==> config.mk <==
export PLATFORM = sky130hd
export DESIGN_NAME = bcd_sext_writer_flat
export DESIGN_NICKNAME = d
export VERILOG_FILES = /design/src/rtl/bcd_pkg.sv /design/src/rtl/bcd_sext_writer_if.sv /design/src/rtl/bcd_sign_extend.sv /design/src/rtl/bcd_sext_writer.sv /design/src/flat_wrapper.sv
export SDC_FILE = /design/constraint.sdc
export NUM_CORES = 1
export LEC_CHECK = 0
export CAP_MARGIN = 10
export CORE_MARGIN = 4
export CORE_UTILIZATION = 44
export CTS_CLUSTER_SIZE = 10
export DETAILED_ROUTE_END_ITERATION = 12
export PLACE_DENSITY = 0.78
export SLEW_MARGIN = 20
export SYNTH_ARGS = -nofsm -noshare
export SYNTH_HDL_FRONTEND = slang
export SYNTH_SLANG_ARGS = --single-unit
==> constraint.sdc <==
create_clock -name clock -period 1.55 [get_ports clock]
set_input_delay 0.155 -clock clock [delete_from_list [all_inputs] [get_ports clock]]
set_output_delay 0.155 -clock clock [all_outputs]
set_load 0.01 [all_outputs]
==> src/rtl/bcd_pkg.sv <==
// ============================================================================
// Module  : bcd_pkg
// Brief   : Shared state type and digit constants for the BCD writer slice.
// Revision: 1.0 - initial release
// ============================================================================
`default_nettype none

package bcd_pkg;

  typedef enum logic [1:0] {
    IDLE   = 2'd0,
    SETUP  = 2'd1,
    STROBE = 2'd2,
    HOLD   = 2'd3
  } wr_state_t;

  localparam logic [3:0] DIGIT_POS_EXT = 4'd0;
  localparam logic [3:0] DIGIT_NEG_EXT = 4'd9;
  localparam logic [3:0] DIGIT_MAX     = 4'd9;
  // Digits at or above this value are negative in ten's complement.
  localparam logic [3:0] DIGIT_SPLIT   = 4'd5;

endpackage

`default_nettype wire

==> src/rtl/bcd_sext_writer_if.sv <==
// ============================================================================
// Module  : bcd_sext_writer_if
// Brief   : Digit input handshake plus RAM write bus of the BCD writer.
// Revision: 1.0 - initial release
// ============================================================================
`default_nettype none

interface bcd_sext_writer_if;
  logic        in_valid;
  logic [3:0]  in_digit;
  logic        in_ready;
  logic [15:0] addr;
  logic [7:0]  data;
  logic        we_;
  logic        wrap;
  logic        err;
  logic [15:0] count;

  modport master (
    output in_valid, in_digit,
    input  in_ready, addr, data, we_, wrap, err, count
  );

  modport slave (
    input  in_valid, in_digit,
    output in_ready, addr, data, we_, wrap, err, count
  );
endinterface

`default_nettype wire

==> src/rtl/bcd_sign_extend.sv <==
// ============================================================================
// Module  : bcd_sign_extend
// Brief   : Sign-extends a one-digit ten's-complement BCD value to two digits.
// Revision: 1.0 - initial release
// ============================================================================
`default_nettype none

module bcd_sign_extend
  import bcd_pkg::*;
(
  input  logic [3:0] digit,
  output logic [7:0] packed_byte,
  output logic       valid
);

  always_comb begin
    valid       = (digit <= DIGIT_MAX);
    packed_byte = 8'h00;
    if (valid) begin
      packed_byte = {(digit < DIGIT_SPLIT) ? DIGIT_POS_EXT : DIGIT_NEG_EXT, digit};
    end
  end

endmodule

`default_nettype wire

==> src/rtl/bcd_sext_writer.sv <==
// ============================================================================
// Module  : bcd_sext_writer
// Brief   : Accepts BCD digits, sign-extends them and writes consecutive RAM
//           bytes with a SETUP / STROBE / HOLD bus cycle.
// Revision: 1.0 - initial release
// ============================================================================
`default_nettype none

module bcd_sext_writer
  import bcd_pkg::*;
#(
  parameter logic [15:0] BASE_ADDR = 16'h0000,
  parameter logic [15:0] END_ADDR  = 16'h001F,
  parameter int          WE_CYCLES = 2
) (
  input  logic               clock,
  input  logic               reset,
  bcd_sext_writer_if.slave   bus
);

  localparam int                 c_CNT_W    = (WE_CYCLES > 1) ? $clog2(WE_CYCLES) : 1;
  localparam logic [c_CNT_W-1:0] c_CNT_LAST = c_CNT_W'(WE_CYCLES - 1);
  localparam logic [c_CNT_W-1:0] c_CNT_ONE  = c_CNT_W'(1);

  wr_state_t          r_state;
  wr_state_t          w_next;
  logic               r_armed;
  logic [c_CNT_W-1:0] r_strobe_cnt;
  logic [15:0]        r_addr;
  logic [15:0]        r_count;
  logic [7:0]         r_data;
  logic               r_wrap;
  logic               r_err;
  logic [7:0]         w_byte;
  logic               w_digit_ok;
  logic               w_ready;
  logic               w_accept;
  logic               w_strobe_done;

  bcd_sign_extend u_sext (
    .digit       (bus.in_digit),
    .packed_byte (w_byte),
    .valid       (w_digit_ok)
  );

  // r_armed keeps in_ready low until the first edge after reset release.
  assign w_ready       = r_armed && (r_state == IDLE);
  assign w_accept      = bus.in_valid && w_ready;
  assign w_strobe_done = (r_strobe_cnt == c_CNT_LAST);

  always_ff @(posedge clock or posedge reset) begin
    if (reset) r_state <= IDLE;
    else       r_state <= w_next;
  end

  always_comb begin
    w_next = r_state;
    case (r_state)
      IDLE:    if (w_accept && w_digit_ok) w_next = SETUP;
      SETUP:   w_next = STROBE;
      STROBE:  if (w_strobe_done) w_next = HOLD;
      HOLD:    w_next = IDLE;
      default: w_next = IDLE;
    endcase
  end

  always_ff @(posedge clock or posedge reset) begin
    if (reset) begin
      r_armed      <= 1'b0;
      r_strobe_cnt <= '0;
      r_addr       <= BASE_ADDR;
      r_data       <= 8'h00;
      r_count      <= 16'h0000;
      r_wrap       <= 1'b0;
      r_err        <= 1'b0;
    end else begin
      r_armed <= 1'b1;
      r_wrap  <= 1'b0;
      r_err   <= 1'b0;
      if (w_accept) begin
        if (w_digit_ok) r_data <= w_byte;
        else            r_err  <= 1'b1;
      end
      if (r_state == STROBE) r_strobe_cnt <= r_strobe_cnt + c_CNT_ONE;
      else                   r_strobe_cnt <= '0;
      // Address and count move only once the strobe has fully completed.
      if (r_state == HOLD) begin
        if (r_count != 16'hFFFF) r_count <= r_count + 16'd1;
        if (r_addr == END_ADDR) begin
          r_addr <= BASE_ADDR;
          r_wrap <= 1'b1;
        end else begin
          r_addr <= r_addr + 16'd1;
        end
      end
    end
  end

  assign bus.in_ready = w_ready;
  assign bus.addr     = r_addr;
  assign bus.data     = r_data;
  assign bus.we_      = (r_state != STROBE);
  assign bus.wrap     = r_wrap;
  assign bus.err      = r_err;
  assign bus.count    = r_count;

endmodule

`default_nettype wire

==> src/flat_wrapper.sv <==
// flat-port wrapper written by rule: the top's interface ports become plain ports
module bcd_sext_writer_flat import bcd_pkg::*;
#(
  parameter logic [15:0] BASE_ADDR = 16'h0000,
  parameter logic [15:0] END_ADDR  = 16'h001F,
  parameter int          WE_CYCLES = 2
)
  (clock, reset, bus_in_valid, bus_in_digit, bus_in_ready, bus_addr, bus_data, bus_we_, bus_wrap, bus_err, bus_count);
  bcd_sext_writer_if bus_i ();
  input  logic clock;
  input  logic reset;
  input wire logic [$bits(bus_i.in_valid)-1:0] bus_in_valid;
  input wire logic [$bits(bus_i.in_digit)-1:0] bus_in_digit;
  output wire logic [$bits(bus_i.in_ready)-1:0] bus_in_ready;
  output wire logic [$bits(bus_i.addr)-1:0] bus_addr;
  output wire logic [$bits(bus_i.data)-1:0] bus_data;
  output wire logic [$bits(bus_i.we_)-1:0] bus_we_;
  output wire logic [$bits(bus_i.wrap)-1:0] bus_wrap;
  output wire logic [$bits(bus_i.err)-1:0] bus_err;
  output wire logic [$bits(bus_i.count)-1:0] bus_count;
  assign bus_i.in_valid = bus_in_valid;
  assign bus_i.in_digit = bus_in_digit;
  assign bus_in_ready = bus_i.in_ready;
  assign bus_addr = bus_i.addr;
  assign bus_data = bus_i.data;
  assign bus_we_ = bus_i.we_;
  assign bus_wrap = bus_i.wrap;
  assign bus_err = bus_i.err;
  assign bus_count = bus_i.count;
  bcd_sext_writer #(.BASE_ADDR(BASE_ADDR), .END_ADDR(END_ADDR), .WE_CYCLES(WE_CYCLES)) u_core (.clock(clock), .reset(reset), .bus(bus_i));
endmodule
==> results of run 1 <==
[worst max-delay path by stage]
stage,endpoint,cells after the start
floorplan,u_core.bus.count[1]$_DFFE_PP0P_,5
global placement,u_core.r_state[1]$_DFFE_PP0P_,6
detailed placement,u_core.bus.count[10]$_DFFE_PP0P_,5
CTS,u_core.bus.count[10]$_DFFE_PP0P_,6
global route,u_core.bus.count[7]$_DFFE_PP0P_,6
finish,u_core.r_state[1]$_DFFE_PP0P_,6
[Yosys cell counts, drive strengths merged, types with 2 or more instances]
cell type  count
xor2           5
conb           2
ha             5
and3           4
o211ai         2
nand4         11
inv            6
o21ai          4
mux2           8
buf            5
dfrtp         43
or2            3
nand2         10
nand3         11
xnor2         22
a21oi          4
nor3           4
and4           2
nor4           3
nor2          13
clkbuf         2
o2111ai        2
[tightest hold or removal path: stages]
cell and delay, ps:
clkdlybuf4s50_1 400, inv_1 90, buf_12 240
[layer usage]
layer | vias to the layer above | track usage, %
met2 | 50 | 30.9
met5 | - | 0
li1 | 777 | -
met1 | 794 | 23.6
met4 | 0 | 5.24
met3 | 9 | 5.01
[flip-flops by register name (all words and copies together), names as in the netlist]
name	flops
u_core.bus.err	1
u_core.r_state	2
u_core.bus.wrap	1
u_core.r_armed	1
u_core.bus.data	5
u_core.bus.count	16
u_core.r_strobe_cnt	1
u_core.bus.addr	16
[metrics by stage]
stage	util, %	TNS (ps)	cells	hold WS [ps]
3_3_place_gp	63.1	0	301	413
5_1_grt	69.0	-234	313	255
6_report	69.0	-2.83	313	218
3_5_place_dp	63.1	-32.0	301	417
4_1_cts	67.1	-50.0	311	217
2_1_floorplan	-	-30.1	178	263
[power by group]
part	internal (mW)	leakage [nW]	switching, mW
clock	0.642	0.0644	0.393
combinational	0.927	0.734	0.704
sequential	1.37	0.560	0.218
[final cells by class]
| type | instances | area (µm²) | area share [%] |
|---|---|---|---|
| multi-input cells | 122 | 963 | 31.8 |
| clock buffers | 5 | 68.8 | 2.27 |
| clock inverters | 3 | 67.6 | 2.23 |
| flip-flops and latches | 43 | 1080 | 35.8 |
| well taps | 52 | 65.1 | 2.15 |
| repair buffers | 82 | 757 | 25.0 |
| inverters | 6 | 22.5 | 0.744 |
[what timing repair did]
action	4_1_cts	5_1_grt
endpoints found under the setup margin	16	25
gates resized for setup	12	18
setup buffers	2	2
pin swaps	0	4
[layout by cell type, fill, tap and decap left out, types with 3 or more instances in the layout]
master and count:
dlymetal6s2s_1 5, buf_4 33, dfrtp_1 38, dfrtp_2 5, inv_1 6, conb_1 3, nand3_1 10, clkbuf_8 5
xor2_1 5, nand4_1 10, nor2_1 12, and3_1 3, mux2_2 8, xnor2_1 22, clkdlybuf4s50_1 41, nand2_1 10
[logic make-up (layout without fill, tap and decap cells)]
logic type,count (synthesis),count (layout)
mux,9,9
simple gates,63,63
fa+ha+maj,5,5
xor+xnor,27,27
other cells,2,3
compound gates,15,15
flops,43,43
buf+inv,13,96
==> metrics.md, run 1 <==
| Metric | Value |
|---|---|
| Ys async rst share | 100% |
| Crit start category | flip-flop |
| Simple-gate portion of the synthesized area | 17.1% |
| Worst-path clk slew | 80 ps |
| Largest family of logic cells by synthesized area | simple AND/OR/NAND/NOR gates |
| Setup Slack @ Placement | -18.0 ps |
| Layout fillers | 334 |
| Clk Latency, worst-skew pair | 300 ps |
| R2R cell count | 6 |
| Syn Inst Count | 177 |
| Max stage delay on crit path | 400 ps |
| Fraction of layout cells with a size suffix above 1 | 30.3% |
| Static Leak | 1.36 nW |
| Fin nets | 272 |
| Initial core utilization | 45.5% |
| Core ar. | 4380 µm² |
| First-pass GRT wire length | 7780 µm |
| Synth Area in XOR/XNOR | 11.9% |
| Largest cells by area after synthesis | dfrtp_1 54%, xnor2_1 9.7%, mux2_2 4.5% |
| Vias | 1630 |
| Tcrit/Tclk final | 100% |
| Fmax | 0.644 GHz |
| Seq/Total Area, Yosys | 54.0% |
| Clock Tree Root | clkbuf_8 |
| Detail Route Antenna Nets | 0 |
| H-tree depth | 2 |
| WP data arrival | 1740 ps |
| Required @ worst endpoint | 1730 ps |
| Hold Violations, Final | 0 |
| Vias in the first global route | 1681 |
| CP Cell Sequence | inv_1, ha_2, and2_4, nand3_4, a21oi_4, mux2_2 |
| CTS sink cnt | 43 |
| Peak supply drop | 0.000925 V |
| Final setup margin | -2.83 ps |
| Worst-path maximum fanout | 3 |
| P per Cell Area | 1400 nW/µm² |
| Tot GR Track Use | 18.4% |
| GP Congestion | 0.850 |
| Clock skew | 4.41 ps |
| DRT met1 WL | 2080 µm |
| Worst Setup SP | u_core.r_state[0]$_DFFE_PP0P_ |
| Hold crit path type | input pin to asynchronous set/reset pin |
| Setup violators final | 1 |
| Violated checks | negative setup slack |
| Post-synthesis area per instance | 11.3 µm² |
| Area of the mapped netlist | 1990 µm² |
| Detailed Route WL | 4850 µm |
| ANT cells | 0 |
| CP max stage cell | dfrtp_1 |
| Largest net degree at the start of global routing | 44 |
| Area after DPL | 2770 µm² |
| FF+latch count, synth | 43 |
| CTS Buf Count | 5 |
| Max Cap Viol | 0 |
| Setup repair after global routing missed its margin | true |
| Hpwl dp | 3260 µm |
| Main flop type after synthesis | dfrtp_1 |
| Die width | 75.3 µm |
| CTS tree | built |
| Initial antenna violation count | 0 |
| Drt wl/cell | 15.5 µm |
| Buf/Inv on CP | 1 |
| Clk buf depth | 2 |
| Synth Area in Adders | 3.14% |
| Post-synth top area cell | dfrtp_1 |
| Critical path class | flip-flop to flip-flop |
| Yosys warns | 0 |
| Max Slew Vio Count | 0 |
| Die ar. | 5670 µm² |
| Via/cell ratio | 5.21 |
| Flop2flop setup slack | -3 ps |
| Critical R2R Launch | u_core.r_state[0]$_DFFE_PP0P_ |
| Top sig layer | met4 |
| Crit path time final | 1550 ps |
| CP top delay family | flip-flops |
| Critical path capture point type | flip-flop |
| IO Pins | 51 |
| DRC Markers | 0 |
| Row count | 24 |
| Reg2reg end | u_core.r_state[1]$_DFFE_PP0P_ |
| DR WL met2 | 2480 µm |
| Layout overhead on the synthesized area | 51.9% |
| CTS hold repair buffers | 0 |
| Post-synth EDFFs | 0 |
| Mux contribution to synthesized area | 5.02% |
| DR WL met3 | 220 µm |
| First DRT Iteration DRCs | 96 |
| Outcome | finished with violations |
| Power Total | 4.25 mW |
| Compound-Gate Fraction of Synth Area | 5.02% |
| Die height | 75.3 µm |
| Design area | 3030 µm² |
| Pre-Repair DR Iteration Count | 4 |
| Post-synthesis cell type count | 34 |
| IO Port Bufs | 48 |
| Yosys top cell area share | 54.0% |
| Grt total ovfl | 0 |
Power figures use the tool's default switching activity.
==> run 2: changes to the inputs <==
- CORE_MARGIN: 4 -> not set
==> run 2 against run 1 <==
  * The flow still finishes with violations (negative setup slack)
  * Flip-flop and latch count unchanged
  * Non-clock buffer count unchanged
  * Critical path depth unchanged
  * Critical path type unchanged
  * Largest cell class unchanged
  * Largest power group is now registers
  * Highest routed layer unchanged
==> metrics.md, run 2 (synthesized netlist as in run 1, its figures left out) <==
| Metric | Value |
|---|---|
| Fraction of layout cells with a size suffix above 1 | 28.0% (was 30.3%) |
| Core ar. | 4350 µm² (was 4380 µm²) |
| Die ar. | 4800 µm² (was 5670 µm²) |
| Fmax | 0.630 GHz (was 0.644 GHz) |
| Commonest non-fill, non-tap cell in the layout | clkdlybuf4s50_1 (unchanged) |
| Drt wl/cell | 13.8 µm (was 15.5 µm) |
| Layout fillers | 346 (was 334) |
| Tcrit/Tclk final | 102% (was 100%) |
| Critical path capture point type | flip-flop (unchanged) |
| Largest net degree at the start of global routing | 44 (unchanged) |
| Required @ worst endpoint | 1720 ps (was 1730 ps) |
| IO Port Bufs | 48 (unchanged) |
| Via/cell ratio | 5.10 (was 5.21) |
| Setup violators final | 1 (unchanged) |
| Crit start category | flip-flop (unchanged) |
| Commonest cells after routing, fill and taps aside | 46 x clkdlybuf4s50_1, 38 x dfrtp_1, 33 x buf_4, 22 x xnor2_1, 13 x nor2_1 (was 41 x clkdlybuf4s50_1, 38 x dfrtp_1, 33 x buf_4, 22 x xnor2_1, 12 x nor2_1) |
| CTS Buf Count | 5 (unchanged) |
| Worst-path clk slew | 80 ps (about the same) |
| Static Leak | 1.27 nW (was 1.36 nW) |
| CTS tree | built (unchanged) |
| Initial core utilization | 45.8% (was 45.5%) |
| Peak supply drop | 0.00106 V (was 0.000925 V) |
| Pre-Repair DR Iteration Count | 6 (was 4) |
| Clock Tree Root | clkbuf_8 (unchanged) |
| Detail Route Antenna Nets | 0 (unchanged) |
| Worst Hold Slack | 221 ps (was 218 ps) |
| ANT cells | 0 (unchanged) |
| Critical path class | flip-flop to flip-flop (unchanged) |
| Initial antenna violation count | 0 (unchanged) |
| IO Pins | 51 (unchanged) |
| Clk buf depth | 2 (unchanged) |
| Violated checks | negative setup slack (unchanged) |
| Detailed Route WL | 4320 µm (was 4850 µm) |
| Setup repair after global routing missed its margin | true (unchanged) |
| Hpwl dp | 3200 µm (was 3260 µm) |
| First-pass GRT wire length | 7310 µm (was 7780 µm) |
| Flop2flop setup slack | -40 ps (was -3 ps) |
| Tot GR Track Use | 19.4% (was 18.4%) |
| Final setup margin | -36.2 ps (was -2.83 ps) |
| CTS hold repair buffers | 0 (unchanged) |
| DRC Markers | 0 (unchanged) |
| Clock skew | 7.18 ps (was 4.41 ps) |
| Hold crit path type | input pin to asynchronous set/reset pin (unchanged) |
| Crit path time final | 1590 ps (was 1550 ps) |
| Vias | 1596 (was 1630) |
| Vias in the first global route | 1627 (was 1681) |
| Fin nets | 272 (unchanged) |
| WP data arrival | 1760 ps (was 1740 ps) |
| Max Slew Vio Count | 0 (unchanged) |
| Worst-path maximum fanout | 3 (unchanged) |
| Clk Latency, worst-skew pair | 290 ps (was 300 ps) |
| Die height | 69.3 µm (was 75.3 µm) |
| Outcome | finished with violations (unchanged) |
| CTS sink cnt | 43 (unchanged) |
| Flip-flop and latch area | 1080 µm² (unchanged) |
| Row count | 24 (unchanged) |
| H-tree depth | 2 (unchanged) |
| Hold Violations, Final | 0 (unchanged) |
| Layout overhead on the synthesized area | 47.0% (was 51.9%) |
| GP Congestion | 0.787 (was 0.850) |
| P per Cell Area | 1300 nW/µm² (was 1400 nW/µm²) |
| Final setup TNS | -36.2 ps (was -2.83 ps) |
| Max Cap Viol | 0 (unchanged) |
| Grt total ovfl | 0 (unchanged) |
| Die width | 69.3 µm (was 75.3 µm) |
| Multi-input gate area | 936 µm² (was 963 µm²) |
| First DRT Iteration DRCs | 64 (was 96) |
run 2: cell types whose count changed in the layout (fill, tap and decap cells not counted), sizes merged:
cell	previous run	this run
bufinv	2	0
clkbuf	6	8
clkdlybuf4s50	41	46
clkinv	0	1
clkinvlp	1	0
dlymetal6s2s	5	0
run 2: layer usage:
metal | share of wire [%] | track usage (%) | routed length [µm] | vias to the layer above
li1 | - | - | - | 779
met1 | 42 | 23.0 | 1820 | 766
met2 | 53 | 34.5 | 2270 | 41
met3 | 3.7 | 4.94 | 158 | 10
met4 | 1.6 | 5.22 | 67 | 0
met5 | 0 | 0 | 0 | -
run 2: final cells by class:
cell class                      count  area share, %
Clock buffer                        7           2.60
Clock inverter                      1          0.171
Timing Repair Buffer               82           25.4
Tap cell                           52           2.22
Sequential cell                    43           36.9
Inverter                            6          0.769
Multi-Input combinational cell    122           31.9
run 2: path summary, 6_finish.rpt:
| kind | start | endpoint | depth (start not counted) |
|---|---|---|---|
| max | u_core.r_state[0]$_DFFE_PP0P_ | u_core.r_state[1]$_DFFE_PP0P_ | 6 |
| min | reset | u_core.bus.data[0]$_DFFE_PP0P_ | 3 |
| max reg2reg | u_core.r_state[0]$_DFFE_PP0P_ | u_core.r_state[1]$_DFFE_PP0P_ | 6 |
| min reg2reg | u_core.r_strobe_cnt$_DFF_PP0_ | u_core.r_strobe_cnt$_DFF_PP0_ | 1 |
| max in group asynchronous | reset | u_core.bus.count[0]$_DFFE_PP0P_ | 3 |
| min in group clock | u_core.r_strobe_cnt$_DFF_PP0_ | u_core.r_strobe_cnt$_DFF_PP0_ | 1 |
run 2: stage by stage:
step | utilization (%) | instance area, µm² | power, mW | instances | setup slack (ps)
finish | 67.3 | 2930 | 3.82 | 313 | -36.2
detailed placement | 63.9 | 2780 | 3.03 | 303 | -68.1
global placement | 63.9 | 2780 | 2.98 | 303 | -9.13
floorplan | - | 2030 | 2.27 | 178 | -30.1
global route | 67.3 | 2930 | 4.06 | 313 | -81.2
CTS | 66.0 | 2880 | 3.73 | 311 | -3.34
run 2: worst max-delay path, stage by stage, from the launching register on:
cell and delay, ps:
dfrtp_1 440, inv_2 90, ha_2 180, and2_4 160, nand3_4 80, a21oi_4 180, mux2_4 320
run 2: what timing repair did:
action,CTS,global route
buffers inserted,0,2
pin swaps,0,7
cloned,0,0
resized for setup,6,13
endpoints found under the setup margin,6,23
run 2: report_power, final:
part | switching (mW) | internal, mW
clock | 0.351 | 0.316
combinational | 0.659 | 0.915
sequential | 0.215 | 1.36
==> run 3: changes to the inputs <==
- ABC_AREA: not set -> 1
- CORE_UTILIZATION: 44 -> 46
==> run 3 against run 2 <==
  * The flow now finishes without violations
  * Via count grew 35%
  * Critical endpoint is now bus_count[14]
  * Critical path depth shrank 4
  * Clock-buffer cell count shrank 1
  * Non-clock buffer count shrank 18
  * Global-route usage grew 1.8 points
  * Sequential power shrank 3%
  * Clock skew shrank 1.6 ps
  * Wire length grew 27%
==> metrics.md, run 3 <==
| Metric | Value |
|---|---|
| IO Pins | 51 (unchanged) |
| Initial antenna violation count | 0 (unchanged) |
| Drt wl/cell | 12.2 µm (was 13.8 µm) |
| H-tree depth | 2 (unchanged) |
| Buf/Inv on CP | 2 (was 1) |
| Commonest cells after routing, fill and taps aside | 111 x nand2_1, 44 x clkdlybuf4s50_1, 41 x inv_1, 37 x dfrtp_1, 29 x nor2_1 (was 46 x clkdlybuf4s50_1, 38 x dfrtp_1, 33 x buf_4, 22 x xnor2_1, 13 x nor2_1) |
| Flop2flop setup slack | 90 ps (was -40 ps) |
| CTS hold repair buffers | 0 (unchanged) |
| CTS tree | built (unchanged) |
| DR WL met2 | 2600 µm (was 2270 µm) |
| Core ar. | 4880 µm² (was 4350 µm²) |
| Clk Latency, worst-skew pair | 290 ps (about the same) |
| Initial core utilization | 49.3% (was 45.8%) |
| DRC Markers | 0 (unchanged) |
| Critical path capture point type | primary output (was flip-flop) |
| Peak supply drop | 0.000910 V (was 0.00106 V) |
| Max Slew Vio Count | 0 (unchanged) |
| Max stage delay on crit path | 530 ps (was 440 ps) |
| Setup violators final | 0 (was 1) |
| Largest cells by area after synthesis | dfrtp_1 45%, nand2_1 17%, inv_1 6.7% (was dfrtp_1 54%, xnor2_1 9.7%, mux2_2 4.5%) |
| Pre-Repair DR Iteration Count | 4 (was 6) |
| Vias in the first global route | 1928 (was 1627) |
| Worst-path clk slew | 90 ps (was 80 ps) |
| R2R cell count | 9 (was 6) |
| Tot GR Track Use | 21.1% (was 19.4%) |
| Area of the mapped netlist | 2410 µm² (was 1990 µm²) |
| Commonest cells post-synth | 112 x nand2_1, 43 x dfrtp_1, 43 x inv_1 (was 43 x dfrtp_1, 22 x xnor2_1, 13 x nor2_1) |
| Row count | 25 (was 24) |
| Fin nets | 395 (was 272) |
| Hold crit path type | input pin to asynchronous set/reset pin (unchanged) |
| Post-synthesis area per instance | 7.59 µm² (was 11.3 µm²) |
| CTS Buf Count | 5 (unchanged) |
| CP max stage cell | clkdlybuf4s50_1 (was dfrtp_1) |
| Detail Route Antenna Nets | 0 (unchanged) |
| Layout fillers | 417 (was 346) |
| WP data arrival | 1330 ps (was 1760 ps) |
| Post-synth EDFFs | 0 (unchanged) |
| Post-synth top area cell | dfrtp_1 (unchanged) |
| Crit path time final | 1490 ps (was 1590 ps) |
| Die width | 74.3 µm (was 69.3 µm) |
| ANT cells | 0 (unchanged) |
| Post-synthesis cell type count | 26 (was 34) |
| Tcrit/Tclk final | 95.9% (was 102%) |
| Clock skew | 5.58 ps (was 7.18 ps) |
| Commonest non-fill, non-tap cell in the layout | nand2_1 (was clkdlybuf4s50_1) |
| Ys async rst share | 100% (unchanged) |
| CTS sink cnt | 43 (unchanged) |
| Placed cells | 440 (was 303) |
| Critical path class | flip-flop to primary output (was flip-flop to flip-flop) |
| Critical R2R Launch | u_core.bus.count[0]$_DFFE_PP0P_ (was u_core.r_state[0]$_DFFE_PP0P_) |
| Hpwl dp | 3910 µm (was 3200 µm) |
| First-pass GRT wire length | 8790 µm (was 7310 µm) |
| Required @ worst endpoint | 1390 ps (was 1720 ps) |
| Reg2reg end | u_core.bus.count[12]$_DFFE_PP0P_ (was u_core.r_state[1]$_DFFE_PP0P_) |
| Seq/Total Area, Yosys | 44.7% (was 54.0%) |
| Die ar. | 5520 µm² (was 4800 µm²) |
| Worst-path maximum fanout | 4 (was 3) |
| Clk buf depth | 2 (unchanged) |
| Grt total ovfl | 0 (unchanged) |
| Hold Violations, Final | 0 (unchanged) |
| Yosys top cell area share | 44.7% (was 54.0%) |
| Syn Inst Count | 317 (was 177) |
| CP top delay family | buffers and inverters (was flip-flops) |
| P per Cell Area | 1230 nW/µm² (was 1300 nW/µm²) |
| Slew headroom | 66.1% |
| FF+latch count, synth | 43 (unchanged) |
| Top sig layer | met4 (unchanged) |
| Clock Tree Root | clkbuf_8 (unchanged) |
| Static Leak | 1.56 nW (was 1.27 nW) |
| Yosys warns | 0 (unchanged) |
| Vias | 2162 (was 1596) |
| CP Cell Sequence | buf_4, clkdlybuf4s50_1 (was inv_2, ha_2, and2_4, nand3_4, a21oi_4, mux2_4) |
| Worst slew pin tran | 503 ps |
| Final core occ | 66.9% (was 67.3%) |
| DR WL met3 | 233 µm (was 158 µm) |
| Fmax | 0.673 GHz (was 0.630 GHz) |
| Setup repair after global routing missed its margin | true (unchanged) |
| Fraction of layout cells with a size suffix above 1 | 15.1% (was 28.0%) |
| Max Cap Viol | 0 (unchanged) |
| Via/cell ratio | 4.79 (was 5.10) |
| Largest net degree at the start of global routing | 44 (unchanged) |
| Crit start category | flip-flop (unchanged) |
| IO Port Bufs | 48 (unchanged) |
| GP Congestion | 0.894 (was 0.787) |
| First DRT Iteration DRCs | 175 (was 64) |
| Die height | 74.3 µm (was 69.3 µm) |
| Most numerous cell in the Yosys netlist | nand2_1 (was dfrtp_1) |
| Outcome | complete, no violations (was finished with violations) |
| Layout overhead on the synthesized area | 35.7% (was 47.0%) |
| Detailed Route WL | 5510 µm (was 4320 µm) |
| Layout Cells excl Fill | 451 (was 313) |
| Main flop type after synthesis | dfrtp_1 (unchanged) |
| DRT met1 WL | 2580 µm (was 1820 µm) |
## run 3: cell types whose count changed after synthesis, moves of 6 or more
cell	before	now
o21ai_0	3	9
inv_1	6	43
xnor2_1	22	9
mux2_2	8	0
nand2_1	10	112
nor2_1	13	34
nand3_1	11	20
## run 3: metal layers
layer | global-route usage, % | vias up
met3 | 4.20 | 9
li1 | - | 1100
met1 | 28.0 | 995
met2 | 34.9 | 58
met5 | 0 | -
met4 | 6.50 | 0
## run 3: what timing repair did
action | 4_1_cts | 5_1_grt
gates resized for setup | 5 | 26
pin swaps | 1 | 0
buffers inserted | 2 | 1
endpoints found under the setup margin | 12 | 31
## run 3: worst min-delay path: stages
cell             delay [ps]
clkdlybuf4s50_1         390
inv_1                    90
buf_12                  250
## run 3: layout make-up
| cell class | instances | area [µm²] | share of cell area (%) |
|---|---|---|---|
| clock buffer | 6 | 82.6 | 2.53 |
| clock inverter | 2 | 35.0 | 1.07 |
| inverter | 43 | 161 | 4.94 |
| multi-input combinational | 226 | 1180 | 36.3 |
| sequential | 43 | 1080 | 33.2 |
| tap | 67 | 83.8 | 2.57 |
| timing repair buffer | 64 | 633 | 19.4 |
## run 3: worst max-delay path by stage
stage	from	end	slack (ps)	cells after the start
3_5_place_dp	bus_in_digit[1]	u_core.r_state[1]$_DFFE_PP0P_	-20	7
2_1_floorplan	u_core.bus.count[0]$_DFFE_PP0P_	u_core.bus.count[12]$_DFFE_PP0P_	80	9
6_report	u_core.bus.count[14]$_DFFE_PP0P_	bus_count[14]	60	2
3_3_place_gp	bus_in_digit[1]	u_core.bus.data[4]$_DFFE_PP0P_	-6	6
5_1_grt	u_core.r_state[1]$_DFFE_PP0P_	u_core.bus.addr[13]$_DFFE_PP0P_	-20	9
4_1_cts	u_core.bus.count[2]$_DFFE_PP0P_	bus_count[2]	10	1
## run 3: where the power goes
| group | switching, mW | leakage (nW) | internal [mW] |
|---|---|---|---|
| registers | 0.201 | 0.564 | 1.34 |
| clock network | 0.393 | 0.0612 | 0.522 |
| logic | 0.756 | 0.933 | 0.806 |
## run 3: cell families after synthesis
family | synth area share [%]
other | 0.312
and+or+nand+nor | 33.8
buffers and inverters | 8.89
adders and majority gates | 2.60
DFF | 44.7
xor gates and xnor gates | 5.46
AOI/OAI and AO/OA | 3.80
muxes | 0.416
## run 3: through the flow
step / hold slack (ps) / instance area (µm²) / setup TNS [ps] / setup WS (ps) / power [mW]
after floorplan: 265 / 2410 / 0 / 81.9 / 2.32
after global placement: 399 / 3040 / -5.52 / -5.52 / 2.95
after detailed placement: 403 / 3040 / -26.7 / -18.0 / 3.00
after CTS: 227 / 3190 / 0 / 10.7 / 3.96
after global routing: 260 / 3260 / -23.9 / -23.9 / 4.25
final: 213 / 3260 / 0 / 63.9 / 4.02
